[src/rtl/pulse_stretcher_hs.sv]
// Stretches a one-cycle strobe into a level held for max(len_in,1) cycles, optionally until ack.
// Optional macro PULSE_STRETCH_QUEUE_EN queues up to three strobes that arrive while busy.
module pulse_stretcher_hs #(
    parameter int CNT_W   = 8,
    parameter int ACK_REQ = 1,
    parameter int DROP_W  = 4
) (
    input  logic              clk,
    input  logic              rst,
    input  logic              pulse_in,
    input  logic [CNT_W-1:0]  len_in,
    input  logic              ack_in,
    output logic              level_out,
    output logic              busy,
    output logic              done_o,
    output logic [DROP_W-1:0] drop_cnt,
    output logic [1:0]        dbg_state
);

    typedef enum logic [1:0] {
        S_IDLE     = 2'd0,
        S_HOLD     = 2'd1,
        S_WAIT_ACK = 2'd2
    } state_t;

    state_t            r_state;
    logic [CNT_W-1:0]  r_cnt;
    logic              r_ack_seen;
    logic              r_level;
    logic              r_busy;
    logic              r_done;
    logic [DROP_W-1:0] r_drop;

    state_t            w_state_nxt;
    logic              w_start;
    logic              w_release;
    logic              w_req;
    logic              w_busy_strobe;
    logic              w_drop;
    logic [CNT_W-1:0]  w_len_m1;
    logic [CNT_W-1:0]  w_cnt_nxt;
    logic              w_ack_seen_nxt;
    logic [DROP_W-1:0] w_drop_nxt;

    // Handshake: pulse_in is accepted only at an edge where the state is IDLE;
    // any strobe seen in HOLD/WAIT_ACK (including the releasing edge) is not a new hold.
    assign w_busy_strobe = pulse_in && (r_state != S_IDLE);
    assign w_len_m1      = (len_in == '0) ? '0 : len_in - CNT_W'(1);

`ifdef PULSE_STRETCH_QUEUE_EN
    logic [1:0] r_pending;
    logic [1:0] w_pending_nxt;

    assign w_req = pulse_in || (r_pending != 2'd0);

    always_comb begin
        w_pending_nxt = r_pending;
        w_drop        = 1'b0;
        if (w_busy_strobe) begin
            if (r_pending != 2'd3) w_pending_nxt = r_pending + 2'd1;
            else                   w_drop        = 1'b1;
        end else if (r_state == S_IDLE && !pulse_in && r_pending != 2'd0) begin
            w_pending_nxt = r_pending - 2'd1;
        end
    end

    always_ff @(posedge clk) begin
        if (rst) r_pending <= 2'd0;
        else     r_pending <= w_pending_nxt;
    end
`else
    assign w_req  = pulse_in;
    assign w_drop = w_busy_strobe;
`endif

    // State register and registered outputs.
    always_ff @(posedge clk) begin
        if (rst) begin
            r_state    <= S_IDLE;
            r_cnt      <= '0;
            r_ack_seen <= 1'b0;
            r_level    <= 1'b0;
            r_busy     <= 1'b0;
            r_done     <= 1'b0;
            r_drop     <= '0;
        end else begin
            r_state    <= w_state_nxt;
            r_cnt      <= w_cnt_nxt;
            r_ack_seen <= w_ack_seen_nxt;
            r_level    <= (w_state_nxt != S_IDLE);
            r_busy     <= (w_state_nxt != S_IDLE);
            r_done     <= w_release;
            r_drop     <= w_drop_nxt;
        end
    end

    always_comb begin
        w_state_nxt = r_state;
        w_start     = 1'b0;
        w_release   = 1'b0;
        case (r_state)
            S_IDLE: begin
                if (w_req) begin
                    w_start     = 1'b1;
                    w_state_nxt = S_HOLD;
                end
            end
            S_HOLD: begin
                if (r_cnt == '0) begin
                    if (ACK_REQ == 0 || r_ack_seen || ack_in) begin
                        w_release   = 1'b1;
                        w_state_nxt = S_IDLE;
                    end else begin
                        w_state_nxt = S_WAIT_ACK;
                    end
                end
            end
            S_WAIT_ACK: begin
                if (ack_in) begin
                    w_release   = 1'b1;
                    w_state_nxt = S_IDLE;
                end
            end
            default: w_state_nxt = S_IDLE;
        endcase
    end

    always_comb begin
        w_cnt_nxt      = r_cnt;
        w_ack_seen_nxt = r_ack_seen;
        w_drop_nxt     = r_drop;
        if (w_start)                              w_cnt_nxt = w_len_m1;
        else if (r_state == S_HOLD && r_cnt != '0) w_cnt_nxt = r_cnt - CNT_W'(1);
        if (w_start || w_release)                 w_ack_seen_nxt = 1'b0;
        else if (r_state == S_HOLD && ack_in)     w_ack_seen_nxt = 1'b1;
        if (w_drop && r_drop != '1)               w_drop_nxt = r_drop + DROP_W'(1);
    end

    assign level_out = r_level;
    assign busy      = r_busy;
    assign done_o    = r_done;
    assign drop_cnt  = r_drop;
    assign dbg_state = r_state;

endmodule

[config.mk]
export PLATFORM = sky130hd
export DESIGN_NAME = pulse_stretcher_hs
export DESIGN_NICKNAME = d
export VERILOG_FILES = /design/src/rtl/pulse_stretcher_hs.sv
export SDC_FILE = /design/constraint.sdc
export NUM_CORES = 1
export LEC_CHECK = 0
export CELL_PAD_IN_SITES_DETAIL_PLACEMENT = 1
export CELL_PAD_IN_SITES_GLOBAL_PLACEMENT = 2
export CORE_ASPECT_RATIO = 1.5
export CORE_MARGIN = 4
export CORE_UTILIZATION = 27
export DETAILED_ROUTE_END_ITERATION = 10
export PLACE_DENSITY = 0.79
export SETUP_SLACK_MARGIN = 0.2
export SYNTH_ARGS = -nofsm -noshare
export SYNTH_HDL_FRONTEND = slang
export SYNTH_SLANG_ARGS = --single-unit
[constraint.sdc]
create_clock -name clk -period 1.65 [get_ports clk]
set_input_delay 0.165 -clock clk [delete_from_list [all_inputs] [get_ports clk]]
set_output_delay 0.165 -clock clk [all_outputs]
set_load 0.02 [all_outputs]
* After elaboration in Yosys (flattened, before gate mapping)
Cells that the tools add are included.
Operators by class: add/subtract/negate cells 3, eq/ne operators 3, muxes and demuxes 14, reduce and logical (&&, ||, !) cells 14
Operator list (count):
- two-way mux 8 bit | 3
- logical NOT 8 bit | 2
- subtractor 8 x 1 -> 8 bit (second input constant) | 2
- two-way mux 2 bit | 4
- nonzero test 8 bit | 1
- case mux 2 bit (3 select lines) | 1
- nonzero test 2 bit | 3
- two-way mux 1 bit | 5
- adder 4 x 1 -> 4 bit (second input constant) | 1
- logical AND 1 bit | 4
- != test 4 bit (second input constant) | 1
- == test 2 x 1 -> 1 bit (second input constant) | 1
- == test 2 bit (second input constant) | 1
- logical NOT 2 bit | 1
- logical OR 1 bit | 2
- case mux 1 bit (2 select lines) | 1
- OR reduction 2 bit | 1
Word-level totals: register bits after elaboration 17, output and inout port bits 9, word-level logic and storage cells 40

* Depth between registers and ports, before layout
Gate-level depths: netlist of run 1.
word-level depth 6, depth in mapped cells 7, mapped depth without buffers 6

* Worst setup path after synthesis of run 1
OpenSTA, ideal clock, no wires.
path type flip-flop to flip-flop, start point reg r_state[0], in the netlist dbg_state[0], end point reg r_cnt[5], data arrival time 1.801 ns, slack -0.237 ns, cell stages (with the launch flop) 7, buffers on the path 1, cells stage by stage dfxtp_1 > ha_1 > buf_6 > or3b_4 > a2111oi_2 > xnor2_1 > a211oi_1
On the way: longest elaborated chain between the ends 3, elaborated cells on any way between the ends 6, those cells by class 1 x eq/ne; 2 x mux; 3 x reduce/logical
RTL lines:
- start: declaration | line 26 | state_t r_state;
- start signal: assignment | line 87 | r_state <= w_state_nxt;
- logical NOT 2 bit / == test 2 x 1 -> 1 bit (equally long branches) | line 101, 133
- two-way mux 1 bit / logical AND 1 bit (equally long branches) | line 101, 133
- two-way mux 8 bit / nonzero test 2 bit (equally long branches)
- end signal: assignment | line 88 | r_cnt <= w_cnt_nxt;
- end: declaration | line 27 | logic [CNT_W-1:0] r_cnt;
Several ways; a longest one is shown, not always the timed one. A chain may end at the register's enable or synchronous reset.

* Worst setup path in the final report of run 1
start point reg r_state[1], in the netlist dbg_state[1], end point reg r_cnt[7]
The elaborated chain is that of the path after synthesis.

==> results.md, run 1 <==
* Die Y at ~90 um
* Largest net degree at the start of global routing at 12
* RSZ-0062 raised after global routing: true
* Reg clk slew, reported paths at 0.07 ns
* Vias in the first global route at 1332
* Clock share of power at between 10% and 20%
* Hold_sp: drop_cnt[1]$_SDFFE_PP0P_
* Crit path largest cell delay at 0.43 ns
* Leak at 0.803 nW
* CP Data Required Time at about 1.8 ns
* Crit path max-delay cell type: or3b_4
* Slew Limit Fails at 0
* Fmax at 629 MHz
* Grt ovf at 0
* Critical Path Source Type: flip-flop
* First-pass iteration count of the detailed router at 4
* Area growth syn-to-layout at 69.6%
* WHS Endpoint: drop_cnt[1]$_SDFFE_PP0P_
* Net Sw Frac at 35.5%
* Inst Count DP at 217
* Number of CTS-inserted buffers at 3
* Crit Path Class: reg2reg
* Io pins at 21
* Post-synthesis sequential area ratio at 29.8%
* CP max FO at 3
* Overall power at 1.62 mW
* GRT Overall Usage at 14.6%
* Maximum clock path buffer count at 2
* Arrival time worst endpoint at 1.75 ns
* Endpoint type of the worst setup path: flip-flop
* Worst-Margin Slew at 0.354 ns
* Avg Cell Area, Syn at 8.60 sq um
* Cells on Worst Hold Path at 2
* Final hold violation count at 0
* Seq pwr share at 31.7%
* Peak VDD IR at 0.000585 V
* Die area at 5360 sq um
* Comb pwr share at 48.5%
* CP cell instances: inv_4 -> ha_4 -> or3b_4 -> a2111oi_4 -> xnor2_1 -> a211oi_1
* Mapped Cells at about 130
* H-tree depth at 1
* EDFF count, synth at 0
* Setup Viol. Count Final at 0
* GPL Wtd Cong at 0.817
* P_sw at about 0.57 mW
* Min Tclk post-route at 1.59 ns
* Worst r2r dst: r_cnt[7]$_SDFFE_PP0P_
* Yosys reg bits at 17
* PD cells at 834 nW/um^2
* Yosys warns at 0
* Antenna cells at 0
* Worst hold slack at roughly 0.56 ns
* Worst min-delay path category: reg2reg
* Starting Density at 28.4%
* DRT Wirelength at around 3800 um
* Initial antenna violation count at 0
* Slew HR at about three quarters
* Top cell family by delay on the critical path: simple AND/OR/NAND/NOR gates
* Internal cell power at about 1.0 mW
* Clock root buffer: clkbuf_8
* Clock Skew at 0.00323 ns
* Distinct cells, synth at 44
* Clk_lat worst skew at about 0.25 ns
* R2R depth at 6
* Core box area at 4030 sq um
* Drc violations at 0
* Async SR Flop Fraction at 0%
* Run status: finished, final reports clean
* Prevailing post-synth register cell: dfxtp_1
* Vias/cell at 5.30
* Max-Cap Viols at 0
* Reg-to-Reg Start: dbg_state[1]$_SDFF_PP0_
* Dpl hpwl at 2790 um
* CP bufs+invs at 1
* Post-Layout Cell Count at between 200 and 250
* Global-route wire length before repair at 5980 um
* Final period utilization at 96.3%
* Cell Rows at 28
* Instance count on the critical path at 6
* CTS tree: yes
* Mapped Nets at between 150 and 200
* Layout cells sized above 1 at 43.9%
* Routed vias at 1240
* R2R Setup Slk at 0.06 ns
* Net count reported at finish at 210
* DR iter-0 viols at 21
* Remaining antenna violation count at 0
* PortBufs at 20
* Drt wl/cell at 16.3 um
* Die width at 61.1 um
* TritonCTS Sinks at 17
* Mapped Area at 1140 sq um
[how the worst max path moves through the flow]
stage | start | endpoint | slack [ns]
5_1_grt | dbg_state[1]$_SDFF_PP0_ | r_cnt[5]$_SDFFE_PP0P_ | -0.05
6_report | dbg_state[1]$_SDFF_PP0_ | r_cnt[7]$_SDFFE_PP0P_ | 0.06
3_5_place_dp | len_in[0] | r_cnt[6]$_SDFFE_PP0P_ | -0.15
4_1_cts | dbg_state[1]$_SDFF_PP0_ | r_cnt[7]$_SDFFE_PP0P_ | 0.05
3_3_place_gp | len_in[1] | r_cnt[5]$_SDFFE_PP0P_ | -0.07
2_1_floorplan | dbg_state[1]$_SDFF_PP0_ | r_cnt[5]$_SDFFE_PP0P_ | -0.11
[power by group through the flow]
stage	logic (mW)	registers (mW)	clock network (mW)
2_1_floorplan	0.318	0.520	0
3_3_place_gp	0.542	0.506	0
3_5_place_dp	0.554	0.510	0
4_1_cts	0.666	0.510	0.326
5_1_grt	0.841	0.519	0.342
6_report	0.783	0.513	0.321
[synthesized netlist by cell type, types with 2 or more instances]
cell       number  area [sq um]
a311oi_1        2          17.5
clkbuf_1        2          7.51
o21a_1          2          15.0
o22ai_1         3          18.8
nand2_1         9          33.8
nand4_1         4          25.0
nor2_1          9          33.8
xnor2_1         4          35.0
nor3_1          6          30.0
dfxtp_1        17           340
nand2b_1        3          18.8
a21oi_1        10          50.1
a211oi_1        7          52.6
a2111oi_2       2          30.0
ha_1            8           100
inv_1          11          41.3
xor2_1          5          43.8
nand3_1         3          15.0
[cells by family (layout without fill, tap and decap cells)]
family          count (synthesis)  after routing  synth area share [%]
compound gates                 35             35                  22.1
flops                          17             17                  29.8
xor+xnor                        9              9                  6.89
buf+inv                        15             71                  5.91
fa+ha+maj                       8              8                  8.75
simple gates                   47             47                  24.7
mux                             2              2                  1.86
[repair_timing]
item / CTS / global route
endpoints found under the setup margin: 15 / 18
pin swaps: 12 / 9
gates resized for setup: 31 / 23
setup buffers: 6 / 7
hold buffers: 0 / 0
[routing by layer]
metal	GRT usage [%]	part of all wire, %	up-vias
li1	-	-	602
met1	13.5	36	604
met2	29.9	59	26
met3	1.47	2.6	8
met4	6.11	2.0	0
met5	0	0	-
[tightest hold or removal path: cells and delay by family, from the launching register on]
| kind | cells | cell delay (ns) |
|---|---|---|
| muxes | 1 | 0.09 |
| and+or+nand+nor | 1 | 0.07 |
| DFF | 1 | 0.37 |
[registers in the layout, summed over array words and instances (netlist names)]
register    cells
done_o          1
dbg_state       2
r_cnt           8
busy            1
r_ack_seen      1
drop_cnt        4
[layout make-up]
class | instances | area, sq um
Timing Repair Buffer | 56 | 495
Fill cell | 460 | 2090
Clock buffer | 4 | 45.0
Inverter | 11 | 46.3
Tap cell | 45 | 56.3
Multi-Input combinational cell | 101 | 937
Sequential cell | 17 | 359
[cell usage in the layout, fill, tap and decap left out, types with 2 or more instances in the layout]
master,synthesis,layout
ha_4,0,3
clkdlybuf4s50_1,0,13
clkbuf_8,0,3
a211oi_1,7,5
nor4_2,1,2
inv_1,11,6
buf_6,1,6
nand3_1,3,3
nand2_1,9,7
nor2_1,9,9
nor3_1,6,4
o22ai_1,3,2
a21oi_1,10,7
nand4_1,4,4
xnor2_1,4,4
dfxtp_2,0,3
a21oi_2,0,3
dfxtp_4,0,4
inv_2,0,3
dfxtp_1,17,10
dlygate4sd2_1,0,4
dlymetal6s2s_1,0,3
buf_4,1,30
o21a_1,2,2
xor2_1,5,5
nand2b_1,3,2
inv_4,0,2
a311oi_1,2,2
ha_1,8,3
ha_2,0,2
a2111oi_4,0,2
[through the flow]
step / utilization (%) / setup slack (ns) / cell area, sq um / setup TNS [ns]
floorplan: - / -0.110 / 1210 / -0.110
global placement: 39.9 / -0.0737 / 1610 / -0.290
detailed placement: 39.9 / -0.153 / 1610 / -0.767
CTS: 44.7 / 0.0472 / 1800 / 0
global route: 48.1 / -0.0498 / 1940 / -0.0908
finish: 48.1 / 0.0612 / 1940 / 0
Note: power is estimated with default switching activity, not from simulation.
==> run 2: changes to the inputs <==
==> constraint.sdc (replaced) <==
create_clock -name clk -period 1.65 [get_ports clk]
set_input_delay 0.2475 -clock clk [delete_from_list [all_inputs] [get_ports clk]]
set_output_delay 0.2475 -clock clk [all_outputs]
set_load 0.02 [all_outputs]
==> run 2 against run 1 <==
Combinational power is 8.2% lower. Core utilization fell by 1.3 points. Sequential power about the same. Clock skew increased by 0.0036 ns. Global-route usage grew 0.17 points. Highest routed layer unchanged.
==> results.md, run 2 (same netlist as run 1, synthesis figures left out) <==
* Run status: finished, final reports clean
* Drt wl/cell at 16.9 um (+3.4%)
* Slew Limit Fails at 0 (unchanged)
* Critical Path Source Type: input pin
* Seq pwr share at 32.8% (+1.1 points)
* Cell Rows at 28 (unchanged)
* CTS tree: yes
* Reg clk slew, reported paths at 0.08 ns (about the same)
* R2R Setup Slk at 0.07 ns (about the same)
* Initial antenna violation count at 0 (unchanged)
* Most frequent cells in the layout: 25 x buf_4, 10 x dfxtp_1, 10 x clkdlybuf4s50_1, 9 x nor2_1, 8 x a21oi_1
* Drc violations at 0 (unchanged)
* Final hold violation count at 0 (unchanged)
* Area growth syn-to-layout at 64.9%
* Worst min-delay path category: reg2reg
* CP max FO at 2 (-1)
* Overall power at 1.55 mW (-4.0%)
* Layout fillers at 455 (-1.1%)
* Remaining antenna violation count at 0 (unchanged)
* Leak at 0.774 nW (-3.5%)
* Min Tclk post-route at 1.59 ns (-0.00193 ns)
* Die area at 5360 sq um (unchanged)
* Die width at 61.1 um (unchanged)
* Net Sw Frac at 36.9% (+1.4 points)
* PortBufs at 20 (unchanged)
* Dpl hpwl at 2800 um (+0.23%)
* Commonest non-fill, non-tap cell in the layout: buf_4
* Number of CTS-inserted buffers at 3 (unchanged)
* RSZ-0062 raised after global routing: true
* Worst r2r dst: r_cnt[7]$_SDFFE_PP0P_
* GRT Overall Usage at 14.8% (+0.17 points)
* Max FFs per register at 8 (unchanged)
* Clk_lat worst skew at 0.26 ns (about the same)
* Maximum clock path buffer count at 2 (unchanged)
* Post-Layout Cell Count at 226 (-3.4%)
* DR iter-0 viols at 28 (+33%)
* Routed vias at 1179 (-4.9%)
* Worst-Margin Slew at 0.319 ns (-0.0347 ns)
* Internal cell power at 0.979 mW (-6.1%)
* Vias in the first global route at 1300 (-2.4%)
* Reg-to-Reg Start: dbg_state[1]$_SDFF_PP0_
* GPL Wtd Cong at 0.819 (+0.16%)
* Global-route wire length before repair at 6000 um (+0.23%)
* R2R depth at 6 (unchanged)
* P_sw at 0.573 mW (-0.28%)
* Grt ovf at 0 (unchanged)
* Core box area at 4030 sq um (unchanged)
* Fmax at 630 MHz (+0.12%)
* Setup Viol. Count Final at 0 (unchanged)
* PnR worst setup slack at 0.0631 ns (+0.00193 ns)
* Antenna cells at 0 (unchanged)
* Peak VDD IR at 0.000569 V (-2.7%)
* Top reg by flops: r_cnt
* Final TNS setup at 0 ns (unchanged)
* Reg area at 354 sq um (-1.4%)
* Arrival time worst endpoint at 1.76 ns (about the same)
* Multi-input logic area at 965 sq um (+2.9%)
* Cells on Worst Hold Path at 2 (unchanged)
* Post-Place Worst Slack at -0.231 ns (-0.0773 ns)
* PD cells at 823 nW/um^2 (-1.3%)
* Largest net degree at the start of global routing at 12 (unchanged)
* Endpoint type of the worst setup path: flip-flop
* Comb pwr share at 46.3% (-2.2 points)
* Starting Density at 28.4% (unchanged)
* First-pass iteration count of the detailed router at 4 (unchanged)
* WHS Endpoint: drop_cnt[1]$_SDFFE_PP0P_
* Io pins at 21 (unchanged)
* Net count reported at finish at 202 (-3.8%)
* Crit Path Class: in2reg
* Inst Count DP at 218 (+0.46%)
* Clock root buffer: clkbuf_8
* TritonCTS Sinks at 17 (unchanged)
* DRT Wirelength at 3820 um (-0.13%)
* Vias/cell at 5.22 (-1.6%)
* Clock Skew at 0.00687 ns (+0.00364 ns)
* H-tree depth at 1 (unchanged)
* Die Y at 87.7 um (unchanged)
* Final period utilization at 96.2% (-0.12 points)
* Layout cells sized above 1 at 42.5% (-1.4 points)
* Final core area utilization at 46.8% (-1.3 points)
* CP Data Required Time at 1.82 ns (about the same)
* Slew HR at 78.7% (+2.3 points)
* Clock share of power at 20.8% (+1.0 points)
* Max-Cap Viols at 0 (unchanged)
* Hold_sp: drop_cnt[1]$_SDFFE_PP0P_
## run 2: cell count changes in the layout (fill, tap and decap cells not counted), moves of 3 or more
cell,delta
buf_4,-5
dlygate4sd2_1,+3
clkdlybuf4s50_1,-3
buf_6,-3
## run 2: area by class of cell
cell class                 count  share of cell area [%]
tap                           45                    2.99
clock buffer                   3                    2.19
inverter                      11                    2.32
clock inverter                 1                   0.265
multi-input combinational    101                    51.2
sequential                    17                    18.8
timing repair buffer          48                    22.3
## run 2: worst max-delay path, stage by stage
cell	delay (ns)
clkdlybuf4s50_1	0.41
or4_1	0.56
nor4_1	0.26
nor3_1	0.09
a211oi_1	0.20
## run 2: worst max path at each step
stage                                 end                    start  depth (start not counted)  slack, ns
finish              r_cnt[5]$_SDFFE_PP0P_                len_in[1]                          5       0.06
CTS                 r_cnt[7]$_SDFFE_PP0P_  dbg_state[1]$_SDFF_PP0_                          6       0.05
global route        r_cnt[7]$_SDFFE_PP0P_  dbg_state[1]$_SDFF_PP0_                          6      -0.02
detailed placement  r_cnt[6]$_SDFFE_PP0P_                len_in[1]                          8      -0.23
floorplan           r_cnt[5]$_SDFFE_PP0P_  dbg_state[1]$_SDFF_PP0_                          7      -0.11
global placement    r_cnt[5]$_SDFFE_PP0P_                len_in[1]                          5      -0.16
## run 2: routing by layer
layer	vias up	global-route usage (%)	wire length, um
met4	0	5.52	105
met3	8	1.62	110
met2	24	29.3	2230
met5	-	0	0
met1	560	14.8	1370
li1	587	-	-
## run 2: power by group through the flow
stage	sequential (mW)	clock [mW]	combinational, mW
4_1_cts	0.506	0.329	0.645
2_1_floorplan	0.520	0	0.318
3_5_place_dp	0.510	0	0.558
6_report	0.510	0.323	0.719
5_1_grt	0.517	0.349	0.772
3_3_place_gp	0.506	0	0.544
## run 2: through the flow
stage / cell area [sq um] / hold slack [ns]
3_3_place_gp: 1620 / 0.520
2_1_floorplan: 1210 / 0.419
5_1_grt: 1890 / 0.616
3_5_place_dp: 1620 / 0.556
6_report: 1890 / 0.561
4_1_cts: 1780 / 0.566
## run 2: timing repair
item | CTS | global route
endpoints found under the hold margin | 0 | 0
gates resized for setup | 30 | 23
hold buffers | 0 | 0
pin swaps | 14 | 12
setup buffers | 3 | 1
endpoints found under the setup margin | 20 | 15
==> run 3: changes to the inputs <==
Settings changed: CORE_MARGIN 4 to 2.
==> run 3 against run 2 <==
Sequential share of layout area is 0.14 points higher. Die area is 11% lower. Count of clock-buffer cells in the layout stayed put. Register-to-register slack worse by 0.02 ns. Combinational power is 3.3% lower. Worst hold slack worse by 0.016 ns. Critical path type is now reg2reg.
==> results.md, run 3 (same netlist as run 1, synthesis figures left out) <==
* CP Data Required Time at 1.82 ns (about the same)
* Slew Limit Fails at 0 (unchanged)
* Clock Skew at 0.00379 ns (-0.00308 ns)
* Layout cells sized above 1 at 41.8% (-0.78 points)
* Cell Rows at 29 (+3.6%)
* Crit path largest cell delay at 0.42 ns (-0.14 ns)
* Clk_lat worst skew at 0.26 ns (about the same)
* Run status: finished, final reports clean
* Vias in the first global route at 1313 (+1.0%)
* Dpl hpwl at 2760 um (-1.6%)
* Setup Viol. Count Final at 0 (unchanged)
* WHS Endpoint: r_ack_seen$_SDFFE_PP0P_
* Endpoint type of the worst setup path: flip-flop
* Slew HR at 79.4% (+0.70 points)
* Overall power at 1.52 mW (-1.8%)
* Number of CTS-inserted buffers at 3 (unchanged)
* Leak at 0.751 nW (-3.0%)
* Routed vias at 1188 (+0.76%)
* Max FFs per register at 8 (unchanged)
* Reg clk slew, reported paths at 0.07 ns (about the same)
* R2R depth at 6 (unchanged)
* Fmax at 626 MHz (-0.65%)
* Grt ovf at 0 (unchanged)
* GRT Overall Usage at 15.3% (+0.56 points)
* DRT Wirelength at 3580 um (-6.2%)
* Largest net degree at the start of global routing at 12 (unchanged)
* Commonest non-fill, non-tap cell in the layout: buf_4
* Remaining antenna violation count at 0 (unchanged)
* Layout fillers at 482 (+5.9%)
* Peak VDD IR at 0.000495 V (-13%)
* Reg-to-Reg Start: dbg_state[1]$_SDFF_PP0_
* Antenna cells at 0 (unchanged)
* DR iter-0 viols at 8 (-71%)
* Global-route wire length before repair at 5830 um (-2.8%)
* TritonCTS Sinks at 17 (unchanged)
* Arrival time worst endpoint at 1.77 ns (about the same)
* Clock root buffer: clkbuf_8
* Final core area utilization at 44.9% (-1.9 points)
* CTS Hold Bufs at 0 (unchanged)
* CP max FO at 3 (+1)
* Crit path max-delay cell type: or3b_4
* Top reg by flops: r_cnt
* Max-Cap Viols at 0 (unchanged)
* Crit Path Class: reg2reg
* CP cell instances: inv_4 -> ha_4 -> or3b_4 -> a2111oi_4 -> xnor2_1 -> a211oi_1
* Die area at 4780 sq um (-11%)
* RSZ-0062 raised after global routing: true
* PD cells at 820 nW/um^2 (-0.32%)
* Maximum clock path buffer count at 2 (unchanged)
* R2R Setup Slk at 0.05 ns (-0.02 ns)
* Worst-Margin Slew at 0.301 ns (-0.0179 ns)
* Drt wl/cell at 15.7 um (-7.0%)
* H-tree depth at 1 (unchanged)
* Starting Density at 27.6% (-0.74 points)
* Area growth syn-to-layout at 62.5%
* Inst Count DP at 215 (-1.4%)
* Cells on Worst Hold Path at 2 (unchanged)
* Core box area at 4140 sq um (+2.7%)
* CTS tree: yes
* Worst min-delay path category: reg2reg
* Vias/cell at 5.21 (-0.12%)
* Most frequent cells in the layout: 27 x buf_4, 12 x dfxtp_1, 11 x clkdlybuf4s50_1, 9 x nor2_1, 9 x a21oi_1
* Initial antenna violation count at 0 (unchanged)
* Min Tclk post-route at 1.60 ns (+0.0104 ns)
* Final TNS setup at 0 ns (unchanged)
* First-pass iteration count of the detailed router at 2 (-2)
* PortBufs at 20 (unchanged)
* Worst r2r dst: r_cnt[7]$_SDFFE_PP0P_
* Io pins at 21 (unchanged)
* GPL Wtd Cong at 0.803 (-1.8%)
* Die Y at 83.7 um (-4.6%)
* Final hold violation count at 0 (unchanged)
* Post-Layout Cell Count at 228 (+0.88%)
* Hold_sp: r_ack_seen$_SDFFE_PP0P_
* Net count reported at finish at 203 (+0.50%)
* Drc violations at 0 (unchanged)
* Die width at 57.1 um (-6.5%)
* Critical Path Source Type: flip-flop
* Final period utilization at 96.8% (+0.63 points)
## run 3: cell types whose count changed in the layout (fill, tap and decap cells not counted), moves of 2 or more
cell	previous run	this run
buf_4	25	27
buf_6	3	1
dfxtp_1	10	12
dfxtp_2	5	3
ha_2	1	3
nor3_2	0	2
nor4_2	0	2
## run 3: where the power goes
group	switching, mW	internal, mW
Sequential	0.0503	0.453
Combinational	0.341	0.354
Clock	0.158	0.168
Total	0.549	0.975
## run 3: timing repair
item | 4_1_cts | 5_1_grt
resized for setup | 33 | 11
gates cloned | 0 | 0
endpoints found under the setup margin | 19 | 18
pin swaps | 10 | 5
buffers inserted | 8 | 1
## run 3: how the worst max path moves through the flow
| stage | from | to | slack (ns) | cells after the start |
|---|---|---|---|---|
| detailed placement | len_in[1] | r_cnt[5]$_SDFFE_PP0P_ | -0.27 | 5 |
| CTS | dbg_state[1]$_SDFF_PP0_ | r_cnt[7]$_SDFFE_PP0P_ | 0.04 | 6 |
| finish | dbg_state[1]$_SDFF_PP0_ | r_cnt[7]$_SDFFE_PP0P_ | 0.05 | 6 |
| global placement | len_in[1] | r_cnt[5]$_SDFFE_PP0P_ | -0.18 | 5 |
| global route | dbg_state[1]$_SDFF_PP0_ | r_cnt[5]$_SDFFE_PP0P_ | 0.01 | 6 |
| floorplan | dbg_state[1]$_SDFF_PP0_ | r_cnt[5]$_SDFFE_PP0P_ | -0.11 | 7 |
## run 3: cell type report
type	instances	area (sq um)	share of cell area, %
sequential	17	352	18.9
clock buffer	3	41.3	2.22
multi-input combinational	101	928	50.0
timing repair buffer	49	430	23.2
clock inverter	1	5.00	0.269
tap	46	57.6	3.10
inverter	11	43.8	2.36
## run 3: metal layers
metal | wire, um | GRT usage [%] | vias up | share of wire, %
li1 | - | - | 587 | -
met1 | 1250 | 14.3 | 576 | 35
met2 | 2160 | 31.0 | 20 | 60
met3 | 109 | 2.17 | 5 | 3.0
met4 | 55 | 6.55 | 0 | 1.5
met5 | 0 | 0 | - | 0
## run 3: metrics by stage
stage | hold WS [ns] | worst slack [ns] | cell area, sq um
global placement | 0.526 | -0.180 | 1590
global route | 0.593 | 0.00951 | 1860
detailed placement | 0.537 | -0.265 | 1590
finish | 0.544 | 0.0527 | 1860
floorplan | 0.419 | -0.110 | 1210
CTS | 0.548 | 0.0427 | 1790
## run 3: worst max-delay path: cells and delay by family, from the launching register on
family | cells | cell delay, ns
AO/OA/AOI/OAI | 2 | 0.43
AND/OR/NAND/NOR | 1 | 0.42
flip-flops | 1 | 0.35
adder cells (fa/ha/maj) | 1 | 0.13
XOR/XNOR | 1 | 0.12
buffers and inverters | 1 | 0.06
